[src/rtl/audio_mix_vol.sv]
// audio_mix_vol: per-source and master volume mixer for the OPM and VERA stereo streams.
// A single shared multiplier is stepped through the mix by an FSM. Volume and status registers sit on the I/O bus.
module audio_mix_vol #(
    parameter int VOL_W = 8,
    parameter int SHIFT = 7
) (
    input  logic               clk,
    input  logic               resetn,
    input  logic               cs_n,
    input  logic               rd_n,
    input  logic               wr_n,
    input  logic [1:0]         addr,
    input  logic [7:0]         din,
    output logic [7:0]         dout,
    output logic               dout_en,
    input  logic signed [15:0] opm_l,
    input  logic signed [15:0] opm_r,
    input  logic signed [15:0] va_l,
    input  logic signed [15:0] va_r,
    input  logic               sample_req,
    output logic signed [15:0] l_out,
    output logic signed [15:0] r_out,
    output logic               out_valid
);
    localparam int SAMP_W = 16;
    localparam int ACC_W  = SAMP_W + VOL_W + 2;
    localparam int MA_W   = ACC_W - SHIFT;
    localparam int MIX_W  = MA_W + VOL_W + 1;
    localparam logic [VOL_W-1:0] VOL_UNITY = VOL_W'(1) << (VOL_W - 1);
    localparam logic [VOL_W-1:0] VOL_HALF  = VOL_W'(1) << (VOL_W - 2);
    localparam logic signed [MIX_W-1:0] SAT_HI = MIX_W'((2 ** (SAMP_W - 1)) - 1);
    localparam logic signed [MIX_W-1:0] SAT_LO = -SAT_HI - MIX_W'(1);

    // Volumes are unsigned: zero-extend so the signed multiply treats them as positive.
    function automatic logic signed [MIX_W-1:0] vol_ext(input logic [VOL_W-1:0] v);
        return $signed(MIX_W'(v));
    endfunction

    // Returns {clipped, saturated sample}.
    function automatic logic [SAMP_W:0] sat16(input logic signed [MIX_W-1:0] v);
        if (v > SAT_HI) return {1'b1, SAT_HI[SAMP_W-1:0]};
        if (v < SAT_LO) return {1'b1, SAT_LO[SAMP_W-1:0]};
        return {1'b0, v[SAMP_W-1:0]};
    endfunction

    typedef enum logic [3:0] {
        S_IDLE, S_CAP, S_ML1, S_ML2, S_MR1, S_MR2, S_GL, S_GR, S_SAT
    } state_t;

    state_t                    state_q, state_d;
    logic                      cs_s1_q, cs_s2_q, wr_s1_q, wr_s2_q, strb_q;
    logic                      wr_strb, wr_commit, busy, ovr_set;
    logic [1:0]                waddr_q, waddr_d;
    logic [7:0]                wdata_q, wdata_d;
    logic [VOL_W-1:0]          vol_opm_q, vol_opm_d, vol_vera_q, vol_vera_d, vol_mst_q, vol_mst_d;
    logic [VOL_W-1:0]          sh_vo_q, sh_vo_d, sh_vv_q, sh_vv_d, sh_vm_q, sh_vm_d;
    logic                      clip_q, clip_d, ovr_q, ovr_d, out_valid_q, out_valid_d;
    logic signed [SAMP_W-1:0]  smp_ol_q, smp_ol_d, smp_or_q, smp_or_d;
    logic signed [SAMP_W-1:0]  smp_vl_q, smp_vl_d, smp_vr_q, smp_vr_d;
    logic signed [SAMP_W-1:0]  l_out_q, l_out_d, r_out_q, r_out_d;
    logic signed [ACC_W-1:0]   acc_l_q, acc_l_d, acc_r_q, acc_r_d;
    logic signed [MIX_W-1:0]   mix_l_q, mix_l_d, mix_r_q, mix_r_d, mul_a, mul_b, prod;
    logic [SAMP_W:0]           sat_l, sat_r;

    // Write strobe falls 2-3 clocks after the bus releases; commit the captured addr/data then.
    assign wr_strb   = ~cs_s2_q & ~wr_s2_q;
    assign wr_commit = strb_q & ~wr_strb;
    assign busy      = (state_q != S_IDLE);
    assign dout_en   = ~cs_n & ~rd_n;
    assign prod      = mul_a * mul_b;
    assign sat_l     = sat16(mix_l_q >>> SHIFT);
    assign sat_r     = sat16(mix_r_q >>> SHIFT);
    assign l_out     = l_out_q;
    assign r_out     = r_out_q;
    assign out_valid = out_valid_q;

    always_comb begin
        case (addr)
            2'd0:    dout = 8'(vol_opm_q);
            2'd1:    dout = 8'(vol_vera_q);
            2'd2:    dout = 8'(vol_mst_q);
            default: dout = {busy, 5'b0, ovr_q, clip_q};
        endcase
    end

    always_comb begin
        waddr_d    = wr_strb ? addr : waddr_q;
        wdata_d    = wr_strb ? din  : wdata_q;
        vol_opm_d  = vol_opm_q;
        vol_vera_d = vol_vera_q;
        vol_mst_d  = vol_mst_q;
        if (wr_commit) begin
            case (waddr_q)
                2'd0:    vol_opm_d  = VOL_W'(wdata_q);
                2'd1:    vol_vera_d = VOL_W'(wdata_q);
                2'd2:    vol_mst_d  = VOL_W'(wdata_q);
                default: ;
            endcase
        end
    end

    // SAT can accept a new request directly so back-to-back samples need no idle cycle.
    always_comb begin
        state_d = state_q;
        case (state_q)
            S_IDLE:  if (sample_req) state_d = S_CAP;
            S_CAP:   state_d = S_ML1;
            S_ML1:   state_d = S_ML2;
            S_ML2:   state_d = S_MR1;
            S_MR1:   state_d = S_MR2;
            S_MR2:   state_d = S_GL;
            S_GL:    state_d = S_GR;
            S_GR:    state_d = S_SAT;
            S_SAT:   state_d = sample_req ? S_CAP : S_IDLE;
            default: state_d = S_IDLE;
        endcase
        ovr_set = sample_req && !(state_q inside {S_IDLE, S_SAT});
    end

    always_comb begin
        smp_ol_d = smp_ol_q;
        smp_or_d = smp_or_q;
        smp_vl_d = smp_vl_q;
        smp_vr_d = smp_vr_q;
        sh_vo_d  = sh_vo_q;
        sh_vv_d  = sh_vv_q;
        sh_vm_d  = sh_vm_q;
        acc_l_d  = acc_l_q;
        acc_r_d  = acc_r_q;
        mix_l_d  = mix_l_q;
        mix_r_d  = mix_r_q;
        mul_a    = '0;
        mul_b    = '0;
        l_out_d  = l_out_q;
        r_out_d  = r_out_q;
        out_valid_d = 1'b0;
        case (state_q)
            S_CAP: begin
                smp_ol_d = opm_l;
                smp_or_d = opm_r;
                smp_vl_d = va_l;
                smp_vr_d = va_r;
                sh_vo_d  = vol_opm_q;
                sh_vv_d  = vol_vera_q;
                sh_vm_d  = vol_mst_q;
            end
            S_ML1: begin
                mul_a   = MIX_W'(smp_ol_q);
                mul_b   = vol_ext(sh_vo_q);
                acc_l_d = ACC_W'(prod);
            end
            S_ML2: begin
                mul_a   = MIX_W'(smp_vl_q);
                mul_b   = vol_ext(sh_vv_q);
                acc_l_d = acc_l_q + ACC_W'(prod);
            end
            S_MR1: begin
                mul_a   = MIX_W'(smp_or_q);
                mul_b   = vol_ext(sh_vo_q);
                acc_r_d = ACC_W'(prod);
            end
            S_MR2: begin
                mul_a   = MIX_W'(smp_vr_q);
                mul_b   = vol_ext(sh_vv_q);
                acc_r_d = acc_r_q + ACC_W'(prod);
            end
            S_GL: begin
                mul_a   = MIX_W'(acc_l_q >>> SHIFT);
                mul_b   = vol_ext(sh_vm_q);
                mix_l_d = prod;
            end
            S_GR: begin
                mul_a   = MIX_W'(acc_r_q >>> SHIFT);
                mul_b   = vol_ext(sh_vm_q);
                mix_r_d = prod;
            end
            S_SAT: begin
                l_out_d     = $signed(sat_l[SAMP_W-1:0]);
                r_out_d     = $signed(sat_r[SAMP_W-1:0]);
                out_valid_d = 1'b1;
            end
            default: ;
        endcase
    end

    // Set events take priority over a same-cycle clear.
    always_comb begin
        clip_d = clip_q;
        ovr_d  = ovr_q;
        if (wr_commit && waddr_q == 2'd3) begin
            if (wdata_q[0]) clip_d = 1'b0;
            if (wdata_q[1]) ovr_d  = 1'b0;
        end
        if (state_q == S_SAT && (sat_l[SAMP_W] || sat_r[SAMP_W])) clip_d = 1'b1;
        if (ovr_set) ovr_d = 1'b1;
    end

    always_ff @(posedge clk or negedge resetn) begin
        if (!resetn) begin
            state_q     <= S_IDLE;
            {cs_s2_q, cs_s1_q} <= 2'b11;
            {wr_s2_q, wr_s1_q} <= 2'b11;
            strb_q      <= 1'b0;
            waddr_q     <= '0;
            wdata_q     <= '0;
            vol_opm_q   <= VOL_HALF;
            vol_vera_q  <= VOL_HALF;
            vol_mst_q   <= VOL_UNITY;
            clip_q      <= 1'b0;
            ovr_q       <= 1'b0;
            l_out_q     <= '0;
            r_out_q     <= '0;
            out_valid_q <= 1'b0;
        end else begin
            state_q     <= state_d;
            {cs_s2_q, cs_s1_q} <= {cs_s1_q, cs_n};
            {wr_s2_q, wr_s1_q} <= {wr_s1_q, wr_n};
            strb_q      <= wr_strb;
            waddr_q     <= waddr_d;
            wdata_q     <= wdata_d;
            vol_opm_q   <= vol_opm_d;
            vol_vera_q  <= vol_vera_d;
            vol_mst_q   <= vol_mst_d;
            clip_q      <= clip_d;
            ovr_q       <= ovr_d;
            l_out_q     <= l_out_d;
            r_out_q     <= r_out_d;
            out_valid_q <= out_valid_d;
        end
    end

    always_ff @(posedge clk) begin
        smp_ol_q <= smp_ol_d;
        smp_or_q <= smp_or_d;
        smp_vl_q <= smp_vl_d;
        smp_vr_q <= smp_vr_d;
        sh_vo_q  <= sh_vo_d;
        sh_vv_q  <= sh_vv_d;
        sh_vm_q  <= sh_vm_d;
        acc_l_q  <= acc_l_d;
        acc_r_q  <= acc_r_d;
        mix_l_q  <= mix_l_d;
        mix_r_q  <= mix_r_d;
    end
endmodule

[config.mk]
export PLATFORM = sky130hd
export DESIGN_NAME = audio_mix_vol
export DESIGN_NICKNAME = d
export VERILOG_FILES = /design/src/rtl/audio_mix_vol.sv
export SDC_FILE = /design/constraint.sdc
export NUM_CORES = 1
export LEC_CHECK = 0
export CORE_MARGIN = 3
export CORE_UTILIZATION = 25
export CTS_BUF_LIST = sky130_fd_sc_hd__clkbuf_16
export CTS_CLUSTER_SIZE = 28
export DETAILED_ROUTE_END_ITERATION = 10
export HOLD_SLACK_MARGIN = 0.08
export SLEW_MARGIN = 5
export SYNTH_ARGS = -nofsm -noshare
export SYNTH_HDL_FRONTEND = slang
export SYNTH_SLANG_ARGS = --single-unit
[constraint.sdc]
create_clock -name clk -period 10.45 [get_ports clk]
set_input_delay 2.09 -clock clk [delete_from_list [all_inputs] [get_ports clk]]
set_output_delay 2.09 -clock clk [all_outputs]
set_load 0.01 [all_outputs]
Yosys cells after proc, flatten, opt, wreduce, memory -nomap -nowiden. Cells that the tools add are included. W data, S select, Z words.

Bits in registers: 274. Input port bits: 80. Output and inout bits: 42. Word-level logic and storage cells: 109.

$add $sub $neg: 2. $mul: 1. Magnitude comparators: 4. Equality and inequality tests: 14. Multiplexer cells: 29. Bitwise operators: 8. Reduce and logical (&&, ||, !) cells: 24.

Operators by type and width (count): $pmux W28 S6 (1); $mux W17 (8); $pmux W26 S2 (2); $add A26 B26 Y26 (2); $pmux W8 S3 (2); $gt A21 B16 Y1 const B (2); $lt A21 B16 Y1 const B (2); $pmux W4 S9 (1); $mul A28 B28 Y28 (1); $eq A4 B3 Y1 const B (4); $mux W1 (14); $reduce_bool A2 Y1 (7); $reduce_and A2 Y1 (5); $eq A4 B2 Y1 const B (2); $eq A2 B2 Y1 const B (3); $reduce_or A2 Y1 (3); $not A1 Y1 (5); $eq A2 B1 Y1 const B (2); $eq A4 B1 Y1 const B (1); $eq A4 B4 Y1 const B (1); $logic_not A2 Y1 (2); $logic_not A4 Y1 (1); $mux W4 (1); $reduce_bool A4 Y1 (1); other kinds (5) (9).

Depth between registers and ports, before layout. Gate-level depths: netlist (run 1).

Depth after elaboration: 9. Mapped depth: 37. Gate-level depth less buffers: 35.

Least setup slack after synthesis (run 1). No wires, ideal clock.

Path kind: register -> register. From: reg state_q[3]. To: reg acc_r_q[24], data pin. Setup time: 260 ps. Arrival: 7857 ps. Path slack: 2333 ps. Stages on the path, launching flop included: 31. Buffers on the path: 2. Clock period less this slack: 8117 ps. Cell sequence: dfrtp_1 nand2b_1 buf_4 nor2_1 a22o_1 nand2_1 nand3_1 nand2_1 fa_1 inv_1 fa_1 fa_1 inv_1 fa_1 inv_1 ha_1 clkbuf_2 nand3_1 nor4_1 and4bb_1 o31ai_4 xor2_1 ha_1 a21o_1 a21o_1 a21o_1 o21ai_0 o21ai_0 a221oi_2 xnor2_1 mux2_2.

Longest elaborated chain between the ends: 6. Elaborated cells on any way between the ends: 14. Those cells by class: add/sub (1); mul (1); eq/ne (6); mux (3); reduce/logical (3).

RTL lines: from (decl) (RTL line 50) `state_t state_q, state_d;`; from (signal assigned) (RTL line 215) `state_q <= state_d;`; $eq A4 B3 Y1 or $eq A4 B2 Y1 (tied branches) (RTL line 137) `case (state_q)`; $reduce_or A2 Y1 (no line); $pmux W8 S3 (RTL line 137); $mul A28 B28 Y28 (*) (RTL line 70) `assign prod = mul_a * mul_b;`; via prod[17] (RTL line 62) `logic signed [MIX_W-1:0] mix_l_q, mix_l_d, mix_r_q, mix_r_d, mul_a, mul_b, prod;`; $add A26 B26 Y26 (*) (RTL line 165) `acc_r_d = acc_r_q + ACC_W'(prod);`; $pmux W26 S2 (*) (RTL line 137); via acc_r_d[24] (RTL line 61) `logic signed [ACC_W-1:0] acc_l_q, acc_l_d, acc_r_q, acc_r_d;`; to (signal assigned) (RTL line 241) `acc_r_q <= acc_r_d;`; to (decl) (RTL line 61).

Mark *: on every way through the listed nets, which the timed path passes. The rest lies on a longest branch. A chain may end at the register's enable or synchronous reset.

Worst setup path in the final report (run 1).
From: reg state_q[0]. To: reg acc_r_q[24], data pin.

Same word-level chain as after synthesis.

==> impl_results.html, run 1 <==
<table>
<tr><th>Metric</th><th>Value</th></tr>
<tr><th colspan="2">Outcome</th></tr>
<tr><td>Outcome</td><td>finished clean</td></tr>
<tr><th colspan="2">Floorplanning</th></tr>
<tr><td>Starting utilization of the core area</td><td>0.253</td></tr>
<tr><td>Die boundary width</td><td>273 um</td></tr>
<tr><td>Area of the core</td><td>70400 um2</td></tr>
<tr><td>Die area</td><td>74600 um2</td></tr>
<tr><td>Die Y-Extent</td><td>273 um</td></tr>
<tr><td>I/O pin cnt</td><td>122</td></tr>
<tr><td>Cell row count</td><td>97</td></tr>
<tr><th colspan="2">Hold path</th></tr>
<tr><td>WHS Path Cells</td><td>0</td></tr>
<tr><td>Type of the most critical hold path</td><td>reg2reg</td></tr>
<tr><td>Startpoint of the most critical hold path</td><td>wr_s1_q</td></tr>
<tr><td>End point of the worst hold path</td><td>wr_s2_q</td></tr>
<tr><th colspan="2">Logic synthesis</th></tr>
<tr><td>EDFF count, synth</td><td>182</td></tr>
<tr><td>Avg Cell Area, Syn</td><td>10.6 um2</td></tr>
<tr><td>Top-area cell type share of the netlist area</td><td>0.306</td></tr>
<tr><td>Synth unique cells</td><td>71</td></tr>
<tr><td>Sequential area share after synthesis</td><td>0.416</td></tr>
<tr><td>Yosys top cell by area</td><td>sky130_fd_sc_hd__edfxtp_1</td></tr>
<tr><td>Seq cells post-synth</td><td>260</td></tr>
<tr><td>Prevailing post-synth register cell</td><td>sky130_fd_sc_hd__edfxtp_1</td></tr>
<tr><td>Cells taking the most area after synthesis</td><td>sky130_fd_sc_hd__edfxtp_1 31%, sky130_fd_sc_hd__fa_1 14%, sky130_fd_sc_hd__dfrtp_1 10%</td></tr>
<tr><td>Total standard cell area after synthesis</td><td>17800 um2</td></tr>
<tr><td>Proportion of synthesized flip-flops having asynchronous set or reset</td><td>0.300</td></tr>
<tr><td>Post-Syn Instances</td><td>1689</td></tr>
<tr><td>Synthesis warning total</td><td>0</td></tr>
<tr><td>Syn_nets</td><td>2003</td></tr>
<tr><th colspan="2">STA</th></tr>
<tr><td>Setup repair after global routing missed its margin</td><td>false</td></tr>
<tr><td>Smallest hold slack</td><td>359 ps</td></tr>
<tr><td>Max-slew violation count</td><td>0</td></tr>
<tr><td>Worst Max-Slew Pin Slew</td><td>1090 ps</td></tr>
<tr><td>Relative max-transition margin</td><td>0.268</td></tr>
<tr><td>Period utilization</td><td>0.880</td></tr>
<tr><td>Final Hold Violating Endpoints</td><td>0</td></tr>
<tr><td>Time the final worst path needs with I/O delays and setup</td><td>9190 ps</td></tr>
<tr><td>Post-route setup TNS</td><td>0 ps</td></tr>
<tr><td>Setup violations, final</td><td>0</td></tr>
<tr><td>Achievable Freq</td><td>109 MHz</td></tr>
<tr><td>Clock Skews</td><td>21.9 ps</td></tr>
<tr><th colspan="2">Finish</th></tr>
<tr><td>Antenna cells</td><td>0</td></tr>
<tr><td>Share of final-layout standard cells stronger than drive strength 1</td><td>0.0780</td></tr>
<tr><td>Most common cell after layout, fill and taps aside</td><td>sky130_fd_sc_hd__inv_1</td></tr>
<tr><td>Growth of design area from synthesis to finish</td><td>18.3%</td></tr>
<tr><td>Number of standard cells in the final layout excluding fillers</td><td>2774</td></tr>
<tr><td>Fill cells</td><td>7233</td></tr>
<tr><td>Most frequent cells in the layout</td><td>216 x sky130_fd_sc_hd__inv_1, 192 x sky130_fd_sc_hd__nand2_1, 182 x sky130_fd_sc_hd__edfxtp_1, 122 x sky130_fd_sc_hd__nor2_1, 122 x sky130_fd_sc_hd__fa_1</td></tr>
<tr><td>Final layout net count</td><td>2126</td></tr>
<tr><th colspan="2">Detailed routing</th></tr>
<tr><td>Routed WL</td><td>47.3 mm</td></tr>
<tr><td>1st-pass router iterations</td><td>5</td></tr>
<tr><td>Number of nets with antenna violations after routing</td><td>0</td></tr>
<tr><td>Average via count per standard cell</td><td>4.62</td></tr>
<tr><td>Routed length per placed instance</td><td>17.1 um</td></tr>
<tr><td>Total number of vias</td><td>12800</td></tr>
<tr><td>DRC Markers</td><td>0</td></tr>
<tr><td>Detailed router's first-iteration violation count</td><td>1053</td></tr>
<tr><th colspan="2">Global routing</th></tr>
<tr><td>Maximum number of pins on one net before global-route repair</td><td>64</td></tr>
<tr><td>Global router's overall resource usage</td><td>0.125</td></tr>
<tr><td>Antenna violations before repair</td><td>0</td></tr>
<tr><td>Total congestion overflow after global routing</td><td>0</td></tr>
<tr><td>Via count of the first global-routing pass</td><td>12800</td></tr>
<tr><td>Wire length of the first global-routing pass</td><td>73.6 mm</td></tr>
<tr><th colspan="2">Critical path</th></tr>
<tr><td>Beginning of the worst register-to-register path</td><td>state_q[0]</td></tr>
<tr><td>Terminus of the critical flop-to-flop path</td><td>acc_r_q[24]</td></tr>
<tr><td>Startpoint type of the worst setup path</td><td>flop</td></tr>
<tr><td>Endpoint required time on the critical path</td><td>10760 ps</td></tr>
<tr><td>Critical path class</td><td>reg2reg</td></tr>
<tr><td>Arrival @ worst endpoint</td><td>9500 ps</td></tr>
<tr><td>Worst reg-to-reg path cell count</td><td>27</td></tr>
<tr><td>Endpoint class of the critical path</td><td>flop</td></tr>
<tr><td>Crit path max fanout</td><td>18</td></tr>
<tr><td>Register-to-Register Setup Slack</td><td>1260 ps</td></tr>
<tr><th colspan="2">Clocking</th></tr>
<tr><td>Worst-skew pair later-pin latency</td><td>570 ps</td></tr>
<tr><td>Cell chosen for the clock root</td><td>sky130_fd_sc_hd__clkbuf_16</td></tr>
<tr><td>Number of gates resized after cts</td><td>0</td></tr>
<tr><td>Number of H-tree levels</td><td>1</td></tr>
<tr><td>Setup Fix Bufs, Post-CTS</td><td>0</td></tr>
<tr><td>Number of buffers inserted during clock tree synthesis</td><td>28</td></tr>
<tr><td>Hold-fix buffer count after cts</td><td>0</td></tr>
<tr><td>Number of clock sinks</td><td>260</td></tr>
<tr><td>Clock tree from TritonCTS</td><td>built</td></tr>
<tr><td>Number of buffers on the longest clock path</td><td>3</td></tr>
<tr><td>Clock-pin slew on the worst setup and hold paths</td><td>60 ps</td></tr>
<tr><th colspan="2">Place</th></tr>
<tr><td>Number of placed instances, taps included</td><td>2722</td></tr>
<tr><td>Post-detailed-placement half-perimeter wirelength</td><td>36.7 mm</td></tr>
<tr><td>GP Congestion</td><td>0.893</td></tr>
<tr><td>Total of buffers placed on input and output ports</td><td>121</td></tr>
<tr><th colspan="2">Job</th></tr>
<tr><td>Maximum capacitance violations</td><td>0</td></tr>
</table>
synth_stat cells, drive strengths merged, types with 28 or more instances:
cell and number:
nand3 30, xnor2 45, xor2 28, mux2 37, clkbuf 47, a22oi 46, edfxtp 182, a21oi 115
dfrtp 71, nor2 125, o21ai 76, a21o 32, nand2 192, ha 112, inv 210, fa 122
sequential cells by signal (all words and copies together) (netlist names), 16 cells and up:
name	count
mix_l_q	21
r_out	16
smp_ol_q	16
smp_or_q	16
l_out	16
mix_r_q	21
acc_l_q	26
acc_r_q	26
smp_vr_q	16
smp_vl_q	16
area by class of cell:
type,count,area (um2),share of cell area
clock buffer,29,726,0.0344
clock inverter,23,154,0.00729
inverter,210,788,0.0373
sequential,260,7430,0.352
timing repair buffer,147,1400,0.0665
multi-input combinational,1165,9440,0.447
tap,940,1180,0.0557
through the flow:
| stage | utilization | worst slack (ps) | area (um2) |
|---|---|---|---|
| detailed placement | 0.287 | 1380 | 20200 |
| finish | 0.300 | 1260 | 21100 |
| global route | 0.300 | 712 | 21100 |
| global placement | 0.287 | 1570 | 20200 |
| floorplan | - | 2330 | 17800 |
| CTS | 0.300 | 1340 | 21100 |
metal layers:
metal  routed length, um  global-route usage  share of wire
met2               20700               0.195           0.44
met5                   0                   0              0
met3                2830              0.0179          0.060
met4                 647              0.0199          0.014
met1               23200               0.186           0.49
how the worst max path moves through the flow:
stage | cells past startpoint | slack [ps] | start | to
after floorplan | 30 | 2330 | state_q[3] | acc_r_q[24]
after global routing | 28 | 710 | state_q[2] | acc_r_q[24]
final | 27 | 1260 | state_q[0] | acc_r_q[24]
after detailed placement | 28 | 1380 | state_q[3] | acc_r_q[24]
after global placement | 27 | 1570 | state_q[0] | acc_r_q[24]
after CTS | 28 | 1340 | state_q[3] | acc_r_q[24]
kinds of logic after synthesis:
kind of cell,synth area share
compound gates,0.129
xor+xnor,0.0358
flops,0.416
buf+inv,0.0567
fa+ha+maj,0.215
mux,0.0322
simple gates,0.115
worst max-delay path, cell delays in order (launching register included):
cell and delay (ps):
sky130_fd_sc_hd__dfrtp_1 700, sky130_fd_sc_hd__nand2_1 260, sky130_fd_sc_hd__nor2_2 880, sky130_fd_sc_hd__a22oi_1 270
sky130_fd_sc_hd__nand3_1 420, sky130_fd_sc_hd__nand2_1 140, sky130_fd_sc_hd__fa_1 560, sky130_fd_sc_hd__inv_1 60
sky130_fd_sc_hd__fa_1 460, sky130_fd_sc_hd__fa_1 540, sky130_fd_sc_hd__inv_1 50, sky130_fd_sc_hd__fa_1 520
sky130_fd_sc_hd__inv_1 40, sky130_fd_sc_hd__ha_1 410, sky130_fd_sc_hd__nand3_1 120, sky130_fd_sc_hd__nor4_1 360
sky130_fd_sc_hd__and4bb_1 290, sky130_fd_sc_hd__o31ai_4 360, sky130_fd_sc_hd__xor2_1 620, sky130_fd_sc_hd__ha_1 360
sky130_fd_sc_hd__a21o_1 200, sky130_fd_sc_hd__a21o_1 170, sky130_fd_sc_hd__a21o_1 180, sky130_fd_sc_hd__o21ai_0 190
sky130_fd_sc_hd__o21ai_0 150, sky130_fd_sc_hd__a221oi_2 260, sky130_fd_sc_hd__xnor2_1 90, sky130_fd_sc_hd__mux2_2 260
Power of run 1 is left out: the tool's default activity adds up to more than one toggle a clock period on the data nets, which glitch-free logic cannot reach.
==> run 2: changes to the inputs <==
- CTS_CLUSTER_DIAMETER: default -> 50
==> impl_results.html, run 2 (synthesized netlist as in run 1, its figures left out) <==
<table>
<tr><th>Metric</th><th>Value</th></tr>
<tr><th colspan="2">STA</th></tr>
<tr><td>Setup repair after global routing missed its margin</td><td>false</td></tr>
<tr><td>Period utilization</td><td>0.876</td></tr>
<tr><td>Post-route setup TNS</td><td>0 ps</td></tr>
<tr><td>Worst Max-Slew Pin Slew</td><td>1130 ps</td></tr>
<tr><td>Clock Skews</td><td>18.8 ps</td></tr>
<tr><td>Setup violations, final</td><td>0</td></tr>
<tr><td>Time the final worst path needs with I/O delays and setup</td><td>9150 ps</td></tr>
<tr><td>Achievable Freq</td><td>109 MHz</td></tr>
<tr><td>Max-slew violation count</td><td>0</td></tr>
<tr><td>Final Hold Violating Endpoints</td><td>0</td></tr>
<tr><td>Relative max-transition margin</td><td>0.247</td></tr>
<tr><th colspan="2">Clocking</th></tr>
<tr><td>Number of buffers inserted during clock tree synthesis</td><td>27</td></tr>
<tr><td>Clock-pin slew on the worst setup and hold paths</td><td>80 ps</td></tr>
<tr><td>Cell chosen for the clock root</td><td>sky130_fd_sc_hd__clkbuf_16</td></tr>
<tr><td>Clock tree from TritonCTS</td><td>built</td></tr>
<tr><td>Worst-skew pair later-pin latency</td><td>580 ps</td></tr>
<tr><td>Hold-fix buffer count after cts</td><td>0</td></tr>
<tr><td>Number of gates resized after cts</td><td>0</td></tr>
<tr><td>Number of clock sinks</td><td>260</td></tr>
<tr><td>Number of H-tree levels</td><td>1</td></tr>
<tr><td>Setup Fix Bufs, Post-CTS</td><td>0</td></tr>
<tr><td>Number of buffers on the longest clock path</td><td>3</td></tr>
<tr><th colspan="2">Floorplanning</th></tr>
<tr><td>I/O pin cnt</td><td>122</td></tr>
<tr><td>Die boundary width</td><td>273 um</td></tr>
<tr><td>Die Y-Extent</td><td>273 um</td></tr>
<tr><td>Area of the core</td><td>70400 um2</td></tr>
<tr><td>Die area</td><td>74600 um2</td></tr>
<tr><td>Cell row count</td><td>97</td></tr>
<tr><td>Starting utilization of the core area</td><td>0.253</td></tr>
<tr><th colspan="2">Finish</th></tr>
<tr><td>Antenna cells</td><td>0</td></tr>
<tr><td>Share of final-layout standard cells stronger than drive strength 1</td><td>0.0813</td></tr>
<tr><td>Flip-flop and latch area</td><td>7430 um2</td></tr>
<tr><td>Most frequent cells in the layout</td><td>211 x sky130_fd_sc_hd__inv_1, 192 x sky130_fd_sc_hd__nand2_1, 182 x sky130_fd_sc_hd__edfxtp_1, 122 x sky130_fd_sc_hd__nor2_1, 122 x sky130_fd_sc_hd__fa_1</td></tr>
<tr><td>Growth of design area from synthesis to finish</td><td>18.8%</td></tr>
<tr><td>Largest registers ranked by flip-flop count</td><td>acc_l_q: 26 flops, acc_r_q: 26 flops</td></tr>
<tr><td>Final layout net count</td><td>2125</td></tr>
<tr><td>Fill cells</td><td>7222</td></tr>
<tr><td>Most common cell after layout, fill and taps aside</td><td>sky130_fd_sc_hd__inv_1</td></tr>
<tr><td>Area taken by multi-input logic gates</td><td>9440 um2</td></tr>
<tr><th colspan="2">Global routing</th></tr>
<tr><td>Wire length of the first global-routing pass</td><td>72.8 mm</td></tr>
<tr><td>Total congestion overflow after global routing</td><td>0</td></tr>
<tr><td>Maximum number of pins on one net before global-route repair</td><td>64</td></tr>
<tr><td>Via count of the first global-routing pass</td><td>12700</td></tr>
<tr><td>Global router's overall resource usage</td><td>0.124</td></tr>
<tr><td>Antenna violations before repair</td><td>0</td></tr>
<tr><th colspan="2">Critical path</th></tr>
<tr><td>Crit path max fanout</td><td>18</td></tr>
<tr><td>Endpoint required time on the critical path</td><td>10780 ps</td></tr>
<tr><td>Most numerous cell on the critical path</td><td>sky130_fd_sc_hd__fa_1</td></tr>
<tr><td>Arrival @ worst endpoint</td><td>9480 ps</td></tr>
<tr><td>Startpoint type of the worst setup path</td><td>flop</td></tr>
<tr><td>Register-to-Register Setup Slack</td><td>1300 ps</td></tr>
<tr><td>Critical path class</td><td>reg2reg</td></tr>
<tr><td>Worst path slowest cell</td><td>sky130_fd_sc_hd__nor2_2</td></tr>
<tr><td>Endpoint class of the critical path</td><td>flop</td></tr>
<tr><td>Delay of the slowest cell on the worst path</td><td>870 ps</td></tr>
<tr><th colspan="2">Detailed routing</th></tr>
<tr><td>1st-pass router iterations</td><td>5</td></tr>
<tr><td>Routed WL</td><td>46.9 mm</td></tr>
<tr><td>DRC Markers</td><td>0</td></tr>
<tr><td>Average via count per standard cell</td><td>4.61</td></tr>
<tr><td>Detailed router's first-iteration violation count</td><td>1150</td></tr>
<tr><td>Routed length per placed instance</td><td>16.9 um</td></tr>
<tr><td>Total number of vias</td><td>12800</td></tr>
<tr><td>Number of nets with antenna violations after routing</td><td>0</td></tr>
<tr><th colspan="2">Job</th></tr>
<tr><td>Maximum capacitance violations</td><td>0</td></tr>
<tr><th colspan="2">Hold path</th></tr>
<tr><td>Type of the most critical hold path</td><td>reg2reg</td></tr>
<tr><th colspan="2">Place</th></tr>
<tr><td>GP Congestion</td><td>0.893</td></tr>
<tr><td>Total of buffers placed on input and output ports</td><td>121</td></tr>
<tr><td>Post-detailed-placement half-perimeter wirelength</td><td>36.7 mm</td></tr>
<tr><th colspan="2">Outcome</th></tr>
<tr><td>Outcome</td><td>finished clean</td></tr>
</table>
-- run 2: through the flow --
| stage | util | instance area, um2 | setup slack [ps] | hold slack, ps | cells |
|---|---|---|---|---|---|
| 2_1_floorplan | - | 17800 | 2330 | 345 | 1689 |
| 6_report | 0.301 | 21200 | 1300 | 358 | 2772 |
| 5_1_grt | 0.301 | 21200 | 704 | 363 | 2772 |
| 3_5_place_dp | 0.287 | 20200 | 1380 | 350 | 2722 |
| 4_1_cts | 0.301 | 21200 | 1340 | 357 | 2772 |
| 3_3_place_gp | 0.287 | 20200 | 1570 | 346 | 2722 |
-- run 2: routing by layer --
metal	GRT usage	share of wire	vias up
met1	0.186	0.49	6293
met5	0	0	-
met3	0.0163	0.066	53
met2	0.192	0.43	392
li1	-	-	6053
met4	0.0188	0.013	0
-- run 2: worst max-delay path: cells and delay by family (launching register included) --
family	cells	cell delay (ps)
fa+ha+maj	6	2780
mux	1	260
xor+xnor	2	700
flops	1	700
buf+inv	3	150
compound gates	9	1880
simple gates	6	2410
-- run 2: path summary, 6_finish.rpt --
path,start,to,cells after the start
worst max-delay path,state_q[0],acc_r_q[24],27
worst max register to register,state_q[0],acc_r_q[24],27
worst min register to register,cs_s1_q,cs_s2_q,0
max in group asynchronous,resetn,state_q[3],2
worst min-delay path,cs_s1_q,cs_s2_q,0
min in group asynchronous,resetn,vol_mst_q[5],1
-- run 2: layout make-up --
type	count	area share
clock buffer	28	0.0330
clock inverter	22	0.0128
inverter	210	0.0372
multi-input combinational	1165	0.445
sequential	260	0.350
tap	940	0.0555
timing repair buffer	147	0.0662
Power of run 2 is left out for the same reason.
